--- src/rtl/aes_reg_bank_pkg.sv ---
// Shared register map, bit positions and STATUS layout for the AES-128 register bank.
package aes_reg_bank_pkg;

    localparam logic [6:0] REG_CTRL    = 7'h00;
    localparam logic [6:0] REG_STATUS  = 7'h04;
    localparam logic [6:0] REG_KEY0    = 7'h10;
    localparam logic [6:0] REG_PT0     = 7'h20;
    localparam logic [6:0] REG_CT0     = 7'h30;
    localparam logic [6:0] REG_VERSION = 7'h40;

    localparam int CTRL_START  = 0;
    localparam int CTRL_IRQ_EN = 1;

    localparam int STATUS_BUSY = 0;
    localparam int STATUS_DONE = 1;
    localparam int STATUS_ERR  = 2;

    typedef struct packed {
        logic [28:0] rsvd;
        logic        err;
        logic        done;
        logic        busy;
    } status_t;

    function automatic logic [4:0] word_of(input logic [6:0] byte_addr);
        return byte_addr[6:2];
    endfunction

    // KEY/PT/CT banks are four words aligned on a 16-byte boundary
    function automatic logic in_bank(input logic [4:0] word, input logic [6:0] base);
        return word[4:2] == base[6:4];
    endfunction

endpackage

--- src/rtl/aes_reg_bank_wstrb_reg32.sv ---
// 32-bit register with per-byte write strobes and asynchronous active-high reset.
module wstrb_reg32 (
    input  logic        clk,
    input  logic        reset,
    input  logic        we,
    input  logic [3:0]  wstrb,
    input  logic [31:0] d,
    output logic [31:0] q
);

    always_ff @(posedge clk or posedge reset) begin
        if (reset) begin
            q <= '0;
        end else if (we) begin
            for (int b = 0; b < 4; b++) begin
                if (wstrb[b]) q[8*b +: 8] <= d[8*b +: 8];
            end
        end
    end

endmodule

--- src/rtl/aes_reg_bank.sv ---
// Memory-mapped control/status/operand/result registers between the AXI4-Lite
// slave memory port and the AES-128 datapath.
module aes_reg_bank
    import aes_reg_bank_pkg::*;
#(
    parameter int                    DATA_WIDTH = 32,
    parameter int                    ADDR_WIDTH = 7,
    parameter logic [DATA_WIDTH-1:0] VERSION    = 32'h0001_0000
) (
    input  logic                    clk,
    input  logic                    reset,
    input  logic                    mem_write,
    input  logic [ADDR_WIDTH-1:0]   mem_wr_addr,
    input  logic [DATA_WIDTH-1:0]   mem_data_in,
    input  logic [DATA_WIDTH/8-1:0] mem_wstrb,
    input  logic                    mem_read,
    input  logic [ADDR_WIDTH-1:0]   mem_rd_addr,
    output logic [DATA_WIDTH-1:0]   mem_data_out,
    output logic                    core_start,
    output logic [127:0]            core_key,
    output logic [127:0]            core_plaintext,
    input  logic                    core_done,
    input  logic [127:0]            core_ciphertext,
    output logic                    irq
);

    logic [4:0]            wr_word;
    logic [4:0]            rd_word;
    logic                  wr_ctrl;
    logic                  wr_status;
    logic                  wr_key;
    logic                  wr_pt;
    logic                  start_req;
    logic                  done_evt;

    logic                  busy;
    logic                  done;
    logic                  err;
    logic                  irq_en;

    logic [3:0]            key_we;
    logic [3:0]            pt_we;
    logic [31:0]           key_q [4];
    logic [31:0]           pt_q  [4];
    logic [31:0]           ct_q  [4];

    status_t               status;
    logic [DATA_WIDTH-1:0] rd_val;
    logic [DATA_WIDTH-1:0] rd_data_p1;

    logic                  unused_addr_bits;
    assign unused_addr_bits = ^{mem_wr_addr[1:0], mem_rd_addr[1:0]};

    assign wr_word   = mem_wr_addr[ADDR_WIDTH-1:2];
    assign rd_word   = mem_rd_addr[ADDR_WIDTH-1:2];
    assign wr_ctrl   = mem_write && (wr_word == word_of(REG_CTRL));
    assign wr_status = mem_write && (wr_word == word_of(REG_STATUS));
    assign wr_key    = mem_write && in_bank(wr_word, REG_KEY0);
    assign wr_pt     = mem_write && in_bank(wr_word, REG_PT0);
    assign start_req = wr_ctrl && mem_wstrb[0] && mem_data_in[CTRL_START];
    // Completion only counts while an operation is outstanding
    assign done_evt  = core_done && busy;

    // Operands are frozen while busy so the datapath sees stable key/plaintext
    always_comb begin
        for (int i = 0; i < 4; i++) begin
            key_we[i] = wr_key && !busy && (wr_word[1:0] == 2'(i));
            pt_we[i]  = wr_pt  && !busy && (wr_word[1:0] == 2'(i));
        end
    end

    for (genvar i = 0; i < 4; i++) begin : g_operand
        wstrb_reg32 u_key (
            .clk   (clk),
            .reset (reset),
            .we    (key_we[i]),
            .wstrb (mem_wstrb),
            .d     (mem_data_in),
            .q     (key_q[i])
        );
        wstrb_reg32 u_pt (
            .clk   (clk),
            .reset (reset),
            .we    (pt_we[i]),
            .wstrb (mem_wstrb),
            .d     (mem_data_in),
            .q     (pt_q[i])
        );
    end

    assign core_key       = {key_q[0], key_q[1], key_q[2], key_q[3]};
    assign core_plaintext = {pt_q[0], pt_q[1], pt_q[2], pt_q[3]};

    // Control state; core_done is applied last so a same-cycle DONE W1C loses
    always_ff @(posedge clk or posedge reset) begin
        if (reset) begin
            busy       <= 1'b0;
            done       <= 1'b0;
            err        <= 1'b0;
            irq_en     <= 1'b0;
            core_start <= 1'b0;
            irq        <= 1'b0;
        end else begin
            core_start <= 1'b0;
            irq        <= done && irq_en;
            if (wr_ctrl && mem_wstrb[0]) irq_en <= mem_data_in[CTRL_IRQ_EN];
            if (start_req) begin
                if (busy) begin
                    err <= 1'b1;
                end else begin
                    core_start <= 1'b1;
                    busy       <= 1'b1;
                    done       <= 1'b0;
                end
            end
            if ((wr_key || wr_pt) && busy) err <= 1'b1;
            if (wr_status && mem_wstrb[0]) begin
                if (mem_data_in[STATUS_DONE]) done <= 1'b0;
                if (mem_data_in[STATUS_ERR])  err  <= 1'b0;
            end
            if (done_evt) begin
                busy <= 1'b0;
                done <= 1'b1;
            end
        end
    end

    always_ff @(posedge clk or posedge reset) begin
        if (reset) begin
            for (int i = 0; i < 4; i++) ct_q[i] <= '0;
        end else if (done_evt) begin
            for (int i = 0; i < 4; i++) ct_q[i] <= core_ciphertext[127-32*i -: 32];
        end
    end

    always_comb begin
        status      = '0;
        status.busy = busy;
        status.done = done;
        status.err  = err;
        rd_val      = '0;
        if (rd_word == word_of(REG_CTRL)) begin
            rd_val[CTRL_IRQ_EN] = irq_en;
        end else if (rd_word == word_of(REG_STATUS)) begin
            rd_val = status;
        end else if (in_bank(rd_word, REG_KEY0)) begin
            rd_val = key_q[rd_word[1:0]];
        end else if (in_bank(rd_word, REG_PT0)) begin
            rd_val = pt_q[rd_word[1:0]];
        end else if (in_bank(rd_word, REG_CT0)) begin
            rd_val = ct_q[rd_word[1:0]];
        end else if (rd_word == word_of(REG_VERSION)) begin
            rd_val = VERSION;
        end
    end

    // Stage p1: read data registered on the edge after mem_read, held otherwise
    always_ff @(posedge clk or posedge reset) begin
        if (reset) begin
            rd_data_p1 <= '0;
        end else if (mem_read) begin
            rd_data_p1 <= rd_val;
        end
    end

    assign mem_data_out = rd_data_p1;

endmodule

--- config.mk ---
export PLATFORM = sky130hd
export DESIGN_NAME = aes_reg_bank
export DESIGN_NICKNAME = d
export VERILOG_FILES = /design/src/rtl/aes_reg_bank_pkg.sv /design/src/rtl/aes_reg_bank_wstrb_reg32.sv /design/src/rtl/aes_reg_bank.sv
export SDC_FILE = /design/constraint.sdc
export NUM_CORES = 1
export LEC_CHECK = 0
export ABC_CLOCK_PERIOD_IN_PS = 21700
export CAP_MARGIN = 20
export CORE_AREA = 2 2 197 199
export CTS_CLUSTER_DIAMETER = 80
export DETAILED_ROUTE_END_ITERATION = 16
export DIE_AREA = 0 0 199 201
export PLACE_DENSITY = 0.85
export SLEW_MARGIN = 30
export SYNTH_ARGS = -nofsm -noshare
export SYNTH_HDL_FRONTEND = slang
export SYNTH_SLANG_ARGS = --single-unit
--- constraint.sdc ---
create_clock -name clk -period 21.7 [get_ports clk]
set_input_delay 5.425 -clock clk [delete_from_list [all_inputs] [get_ports clk]]
set_output_delay 5.425 -clock clk [all_outputs]
set_load 0.005 [all_outputs]
==> results of run 1 <==
==> per-stage QoR <==
| step | worst slack [ns] | total power, mW | util (%) | std cells | hold slack (ns) |
|---|---|---|---|---|---|
| 2_1_floorplan | 4.527 | 1.107 | - | 1167 | 0.4739 |
| 3_3_place_gp | 13.07 | 1.334 | 62.41 | 2105 | 0.4819 |
| 3_5_place_dp | 12.99 | 1.349 | 62.41 | 2105 | 0.4872 |
| 4_1_cts | 13.59 | 2.140 | 66.36 | 2184 | 0.5011 |
| 5_1_grt | 13.98 | 2.206 | 66.52 | 2192 | 0.5139 |
| 6_report | 14.18 | 2.124 | 66.53 | 2193 | 0.5001 |
==> metal layers <==
| metal | vias to the layer above | wire length, µm | track usage [%] |
|---|---|---|---|
| met1 | 6680 | 22210 | 36.38 |
| met3 | 135 | 4206 | 7.006 |
| met5 | - | 0 | 0 |
| met4 | 0 | 2502 | 13.27 |
| met2 | 529 | 26790 | 44.83 |
| li1 | 5368 | - | - |
==> cell usage in the layout, fill, tap and decap left out, types with 2 or more instances in the layout <==
| cell type | Yosys | final |
|---|---|---|
| nor2_1 | 42 | 42 |
| buf_6 | 0 | 5 |
| and2_1 | 4 | 3 |
| mux4_2 | 92 | 92 |
| nand3_1 | 3 | 3 |
| a32oi_1 | 2 | 2 |
| nor2b_1 | 5 | 5 |
| clkbuf_1 | 17 | 12 |
| nand4_1 | 3 | 3 |
| a21oi_1 | 6 | 6 |
| nand2_1 | 37 | 35 |
| clkbuf_8 | 0 | 6 |
| a221oi_1 | 2 | 2 |
| dfrtp_1 | 422 | 422 |
| o21ai_0 | 4 | 4 |
| mux2_2 | 374 | 374 |
| mux2i_1 | 35 | 35 |
| nor3_1 | 4 | 4 |
| a31oi_1 | 2 | 2 |
| clkinv_2 | 0 | 8 |
| diode_2 | 0 | 8 |
| clkbuf_16 | 0 | 47 |
| bufinv_16 | 0 | 5 |
| a221o_1 | 28 | 28 |
| a211oi_1 | 2 | 2 |
| inv_1 | 5 | 3 |
| nand2_2 | 4 | 5 |
| clkdlybuf4s50_1 | 0 | 465 |
| buf_4 | 5 | 7 |
| nand4bb_1 | 2 | 2 |
| nand2b_1 | 4 | 4 |
| mux2_1 | 12 | 12 |
==> sequential cells by signal (all words and copies together), names as in the netlist, 32 cells and up <==
signal and count:
mem_data_out 32, ct_q 128, g_operand.u_key.q 128, g_operand.u_pt.q 128
==> cells by family after synthesis <==
kind of cell	Yosys count
buf+inv	63
xor+xnor	1
flops	422
compound gates	52
mux	513
simple gates	116
==> power by group <==
group	leakage (nW)	internal (mW)	total, mW	switching [mW]
clock network	0.743	0.475	0.786	0.311
logic	5.09	0.253	0.392	0.139
registers	5.66	0.879	0.946	0.0674
total	11.5	1.61	2.12	0.517
==> how the worst max path moves through the flow <==
stage,slack [ns],end,start
after global routing,13.98,g_operand[3].u_pt.q[16]$_DFFE_PP0P_,reset
after CTS,13.59,ct_q[89]$_DFFE_PP0P_,reset
after detailed placement,12.99,g_operand[3].u_key.q[23]$_DFFE_PP0P_,reset
after global placement,13.07,g_operand[1].u_pt.q[22]$_DFFE_PP0P_,reset
after floorplan,4.53,busy$_DFFE_PP0P_,reset
final,14.18,mem_data_out[7]$_DFFE_PP0P_,mem_rd_addr[2]
==> cell type report <==
cell class                      instances  area [µm²]  share of cell area [%]
Clock inverter                         14       198.9                  0.7847
Inverter                                5       31.28                  0.1234
Timing Repair Buffer                  479        4788                   18.89
Antenna cell                            8       20.02                 0.07897
Clock buffer                           65        1304                   5.143
Sequential cell                       422       10560                   41.65
Multi-Input combinational cell        682        7801                   30.77
Tap cell                              518       648.1                   2.557
==> out/metrics.cfg, run 1 <==
[outcome]
status=finished, final reports clean

[min_path]
hold_class=reg2reg
min_from=ct_q[53]$_DFFE_PP0P_
min_to=ct_q[53]$_DFFE_PP0P_
min_delay_path_depth=1

[routing]
drt-initial-drc-count=611
first_pass_iters=6
drc_errors=0
finalWirelength_um=55720
vias=12710
wl_per_cell_um=25.41
vias_per_cell=5.797
drtAntennaViolNets=0

[synth]
synth_cell_types=42
synthTopCellsByCount=dfrtp_1, mux2_2, mux4_2
yosysWarningCount=0
postSynthCellCount=1167
synth_edf_count=0
seq_area_frac_synth_pct=56.66
synth-seq-cells=422
syn-cell-area_um2=18640
synth_top_family_by_area=multiplexers
yosysTopAreaCell=dfrtp_1
synth.most_common_cell=dfrtp_1
synth-main-ff-cell=dfrtp_1
synthXorXnorAreaFrac_pct=0.04700
synth_simple_gate_area_share_pct=3.014
syn_area_per_cell_um2=15.97
synth_mux_area_share_pct=36.32
synth_top_area_share_pct=56.66
syn_nets=1350
synth_compound_area_share_pct=2.370
async_reset_ff_share_pct=100.0
synthAdderAreaFrac_pct=0
synthTopCellsByArea=dfrtp_1, mux2_2, mux4_2, mux2i_1, a221o_1

[clock_tree]
clock_latency_ns=0.57
cts_root_buf=clkbuf_16
hold_buffers=0
cts_tree=yes
cts_setup_buffers=0
cts-htree-levels=2
cts.sinks=422
cts_resized=0
ctsLongestPathBuffers=3
cts.clk_slew.worst_paths_ns=0.06
numCtsBuffers=45

[floorplan]
ios=473
dieHeight_um=201
start_util_pct=48.91
row_count=72
dieArea_um2=40000
die_x_um=199
core_area_um2=38110

[worst_setup_path]
critical_path.slowest_cell=buf_6
ff2ff_path_depth=3
crit_chain=buf_6 -> buf_4 -> buf_12 -> mux4_2 -> mux2i_1 -> nor2_1 -> a221o_1
cp.depth=7
slowest_delay_ns=0.54
cpLargestDelayFamily=buffers and inverters
r2r_setup_slack_ns=19.09
endpoint_kind=register
worstSetupPathType=in2reg
critPathMaxFanout=57
crit_buf_inv=3
cp-start-kind=input port
r2r_start=busy$_DFFE_PP0P_
cp.required_ns=22.14
worstPathArrival_ns=7.96
rr_endpoint=ct_q[116]$_DFFE_PP0P_

[timing]
skew_ns=0.01401
timing.fmax_mhz=133.0
hold_violations=0
tightestPinTransition_ns=0.9838
rsz0062_at_grt=no
finalCritPeriodShare_pct=34.66
drv_slew=0
max-slew-margin-rel_pct=34.32
setup_tns_ns=0
min_period_ns=7.520
finalSetupViolations=0

[grt]
grt_pass1_vias=13630
grt_usage_pct=28.17
antenna_found_initial=6
grt_pass1_wl_um=84390
grt.overflow.total=0
grt_max_degree=143

[place]
io_buffers=468
place_area_um2=23780
dp_hpwl_um=37700
globalplace.congestion=0.8282

[power_and_ir_drop]
powerDensity_nw_per_um2=83.80
ir_drop_mv=0.06789
p_leak_nw=11.49

[job]
timing.max_cap.violations=0

[finish]
drive_above_1_share_pct=33.59
layout.nets=1818
final.fill_count=2696
syn_to_final_growth_pct=36.03
finalInstanceArea_um2=25350

(Power assumes the default switching activity.)
==> inputs of run 2 (changes only) <==
ABC_CLOCK_PERIOD_IN_PS = 7900   (was 21700)
clock period = 7.9 ns   (was 21.7 ns; I/O delays follow)
==> run 2 against run 1 <==
  * Core utilization rose by 0.19 points
  * Clock skew increased by 0.0069 ns
  * Combinational power increased to 2.8 times the previous value
  * Via count down 1.1%
  * Register-to-register slack got worse by 14 ns
  * Cell count rose by 0.14%
  * Final area increased by 0.29%
  * Sequential power grew to 2.7 times the previous value
  * Largest cell class unchanged
  * Highest routed layer is now met5
==> out/metrics.cfg, run 2 (synthesis results as in run 1) <==
[clock_tree]
cts.sinks=422
cts_tree=yes
cts-htree-levels=2
cts.clk_slew.worst_paths_ns=0.06
ctsLongestPathBuffers=3
cts_root_buf=clkbuf_16
cts_resized=0
numCtsBuffers=46
hold_buffers=0
cts_setup_buffers=0
clock_latency_ns=0.57

[worst_setup_path]
cpLargestDelayFamily=buffers and inverters
crit_chain=clkdlybuf4s50_1 -> clkinv_1 -> buf_4 -> a211oi_1 -> nand3_1 -> o31ai_1
worstPathArrival_ns=4.55
crit_path_end=mem_data_out[1]$_DFFE_PP0P_
worstSetupPathType=in2reg
r2r_setup_slack_ns=5.31
cp.required_ns=8.37
cp-start-kind=input port
r2r_start=busy$_DFFE_PP0P_
slowest_delay_ns=0.73
startpoint=mem_read
crit_buf_inv=3
cp.depth=6
critical_path.slowest_cell=clkinv_1
endpoint_kind=register
rr_endpoint=ct_q[14]$_DFFE_PP0P_
ff2ff_path_depth=4
critPathMaxFanout=17

[grt]
grt.overflow.total=0
antenna_found_initial=9
grt_pass1_vias=13620
grt_max_degree=143
grt_pass1_wl_um=84770
grt_usage_pct=28.52

[power_and_ir_drop]
powerDensity_nw_per_um2=230.4
ir_drop_mv=0.1623
p_leak_nw=11.53

[finish]
final_common_cell=clkdlybuf4s50_1
layout.nets=1820
top_regs=ct_q (128), g_operand.u_key.q (128), g_operand.u_pt.q (128)
syn_to_final_growth_pct=36.42
final.fill_count=2724
final_cell_mix=clkdlybuf4s50_1, dfrtp_1, mux2_2
multi_input_area_um2=7797
final-seq-area_um2=10560
stdcell_count=2196
drive_above_1_share_pct=34.05

[timing]
min_period_ns=4.083
hold_violations=0
finalSetupViolations=0
tightestPinTransition_ns=1.011
timing.fmax_mhz=244.9
drv_slew=0
setup_tns_ns=0
max-slew-margin-rel_pct=32.43
finalCritPeriodShare_pct=51.68
skew_ns=0.02087
rsz0062_at_grt=no

[place]
io_buffers=468
globalplace.congestion=0.8293
dp_hpwl_um=38680
place_inst=2106

[routing]
wl_per_cell_um=25.68
drtAntennaViolNets=0
vias=12570
drt-initial-drc-count=631
finalWirelength_um=56390
drc_errors=0
vias_per_cell=5.722
first_pass_iters=5

[min_path]
hold_class=reg2reg

[floorplan]
row_count=72
dieArea_um2=40000
start_util_pct=48.91
core_area_um2=38110
ios=473
die_x_um=199
dieHeight_um=201

[outcome]
status=finished, final reports clean

[job]
timing.max_cap.violations=0

==> run 2: per-layer routing <==
metal  routed length, µm  GRT usage, %  up-vias
met5                  34             0        -
met4                1980         11.94        4
met3                4070         7.560      112
met2               27830         46.59      467
met1               22480         36.06     6626
li1                    -             -     5357
==> run 2: metrics by stage <==
step	util, %	instance area (µm²)	hold WS (ns)	worst slack, ns	power, mW
2_1_floorplan	-	18640	0.4739	0.2315	3.043
3_3_place_gp	62.49	23810	0.4820	3.234	3.667
3_5_place_dp	62.56	23840	0.4922	3.254	3.713
4_1_cts	66.60	25380	0.5057	3.841	5.900
5_1_grt	66.72	25420	0.5119	3.664	6.080
6_report	66.72	25420	0.5026	3.817	5.857
==> run 2: worst min path at each step <==
| stage | startpoint | endpoint | slack, ns | cells past startpoint |
|---|---|---|---|---|
| final | done$_DFF_PP0_ | irq$_DFF_PP0_ | 0.50 | 1 |
| after global routing | ct_q[22]$_DFFE_PP0P_ | ct_q[22]$_DFFE_PP0P_ | 0.51 | 1 |
| after CTS | ct_q[30]$_DFFE_PP0P_ | ct_q[30]$_DFFE_PP0P_ | 0.51 | 1 |
| after detailed placement | ct_q[32]$_DFFE_PP0P_ | ct_q[32]$_DFFE_PP0P_ | 0.49 | 1 |
| after global placement | ct_q[35]$_DFFE_PP0P_ | ct_q[35]$_DFFE_PP0P_ | 0.48 | 1 |
| after floorplan | ct_q[63]$_DFFE_PP0P_ | ct_q[63]$_DFFE_PP0P_ | 0.47 | 1 |
==> run 2: final cells by class <==
type	instances	share of cell area [%]
Multi-Input combinational cell	682	30.67
Clock buffer	67	5.394
Tap cell	518	2.549
Antenna cell	7	0.06890
Clock inverter	15	0.6644
Timing Repair Buffer	480	19.03
Sequential cell	422	41.54
Inverter	5	0.08858
==> run 2: power by group <==
group          internal, mW  leakage (nW)  switching (mW)
Combinational         0.696          5.11           0.383
Clock                  1.30         0.760           0.875
Sequential             2.41          5.66           0.187
Total                  4.41          11.5            1.44
==> inputs of run 3 (changes only) <==
ABC_CLOCK_PERIOD_IN_PS = 4000   (was 7900)
clock period = 4 ns   (was 7.9 ns; I/O delays follow)
==> run 3 against run 2 <==
  * Sequential power rose by 98%
  * Final area increased by 0.46%
  * Combinational power up 99%
  * First-iteration DRC count is 3.2% higher
  * Largest cell class unchanged
  * Largest power group unchanged
  * Highest routed layer unchanged
==> out/metrics.cfg, run 3 (synthesis results as in run 1) <==
[timing]
finalCritPeriodShare_pct=71.99
timing.fmax_mhz=347.3
hold_violations=0
max-slew-margin-rel_pct=32.52
finalWorstSetupSlack_ns=1.120
tightestPinTransition_ns=1.012
min_period_ns=2.880
drv_slew=0
rsz0062_at_grt=no
skew_ns=0.01260
finalSetupViolations=0

[worst_setup_path]
critPathMaxFanout=28
slowest_delay_ns=0.91
worstSetupPathType=in2reg
worstPathArrival_ns=3.36
crit_buf_inv=1
cp-start-kind=input port
r2r_start=busy$_DFFE_PP0P_
crit_chain=clkdlybuf4s50_1 -> nor3b_1 -> and2_2 -> a221o_1
critical_path.slowest_cell=and2_2
cpLargestDelayFamily=simple AND/OR/NAND/NOR gates
cp.required_ns=4.48
startpoint=mem_rd_addr[5]
endpoint_kind=register

[job]
timing.max_cap.violations=0

[routing]
vias=12850
drtAntennaViolNets=0
drc_errors=0
vias_per_cell=5.791
wl_per_cell_um=25.47
first_pass_iters=5
finalWirelength_um=56480
drt-initial-drc-count=651

[floorplan]
start_util_pct=48.91
row_count=72
dieArea_um2=40000
dieHeight_um=201
core_area_um2=38110
ios=473
die_x_um=199

[finish]
layout.nets=1843
final_cell_mix=clkdlybuf4s50_1, dfrtp_1, mux2_2
drive_above_1_share_pct=34.65
stdcell_count=2218
top_regs=ct_q (128), g_operand.u_key.q (128), g_operand.u_pt.q (128)
final_common_cell=clkdlybuf4s50_1
final.fill_count=2644
syn_to_final_growth_pct=37.05
final_util_pct=67.03

[clock_tree]
cts-htree-levels=2
cts.clk_slew.worst_paths_ns=0.06
cts_setup_buffers=0
clock_latency_ns=0.56
cts_tree=yes
cts.sinks=422
numCtsBuffers=44
ctsLongestPathBuffers=3
cts_root_buf=clkbuf_16
cts_resized=0
hold_buffers=0

[grt]
grt_usage_pct=28.67
grt_pass1_vias=13680
grt_max_degree=104
antenna_found_initial=11
grt_pass1_wl_um=85040
grt.overflow.total=0

[place]
preCtsSetupSlack_ns=0.6653
globalplace.congestion=0.8454
place_inst=2132
io_buffers=468
dp_hpwl_um=39780

[power_and_ir_drop]
powerDensity_nw_per_um2=447.5
finalPower_mw=11.43
p_leak_nw=11.61
ir_drop_mv=0.3690

[outcome]
status=finished, final reports clean

[min_path]
min_from=ct_q[41]$_DFFE_PP0P_
hold_class=reg2reg

==> run 3: layout make-up <==
class / count / area (µm²) / share of cell area [%]
well taps: 518 / 648.1 / 2.537
clock inverters: 12 / 141.4 / 0.5535
diodes: 9 / 22.52 / 0.08817
repair buffers: 505 / 5044 / 19.75
flip-flops and latches: 422 / 10560 / 41.34
inverters: 5 / 22.52 / 0.08817
multi-input cells: 682 / 7792 / 30.51
clock buffers: 65 / 1311 / 5.134
==> run 3: per-stage QoR <==
stage	TNS [ns]	cell area, µm²	hold WS, ns
after detailed placement	0	24070	0.4889
after CTS	0	25520	0.5023
after global placement	0	24070	0.4820
after global routing	0	25540	0.5177
final	0	25540	0.5000
after floorplan	-1136.65	18640	0.4739
==> run 3: worst register-to-register path: cells and delay by family, from the launching register on <==
kind,cells,cell delay [ns]
flops,1,0.60
mux,1,0.44
simple gates,3,0.90
==> run 3: path summary, 6_finish.rpt <==
path                       cells past startpoint                             endpoint  slack, ns
setup / recovery                               4         mem_data_out[28]$_DFFE_PP0P_       1.12
hold / removal                                 1                 ct_q[41]$_DFFE_PP0P_       0.50
setup reg to reg                               4  g_operand[2].u_pt.q[20]$_DFFE_PP0P_       1.94
hold reg to reg                                1                 ct_q[41]$_DFFE_PP0P_       0.50
max in group asynchronous                      4  g_operand[3].u_pt.q[14]$_DFFE_PP0P_       2.17
min in group asynchronous                      2  g_operand[0].u_key.q[5]$_DFFE_PP0P_       0.88
==> run 3: power by group <==
part           total [mW]  leakage, nW  switching, mW  internal (mW)
sequential           5.14         5.66          0.375           4.77
combinational        2.15         5.23          0.760           1.39
clock                4.14        0.719           1.68           2.46
==> run 3: per-layer routing <==
| layer | vias up | part of all wire [%] | GRT usage (%) |
|---|---|---|---|
| met5 | - | 0.057 | 0 |
| met4 | 4 | 4.3 | 13.99 |
| met3 | 146 | 7.9 | 7.594 |
| met2 | 540 | 49 | 45.82 |
| met1 | 6728 | 39 | 36.34 |
| li1 | 5427 | - | - |
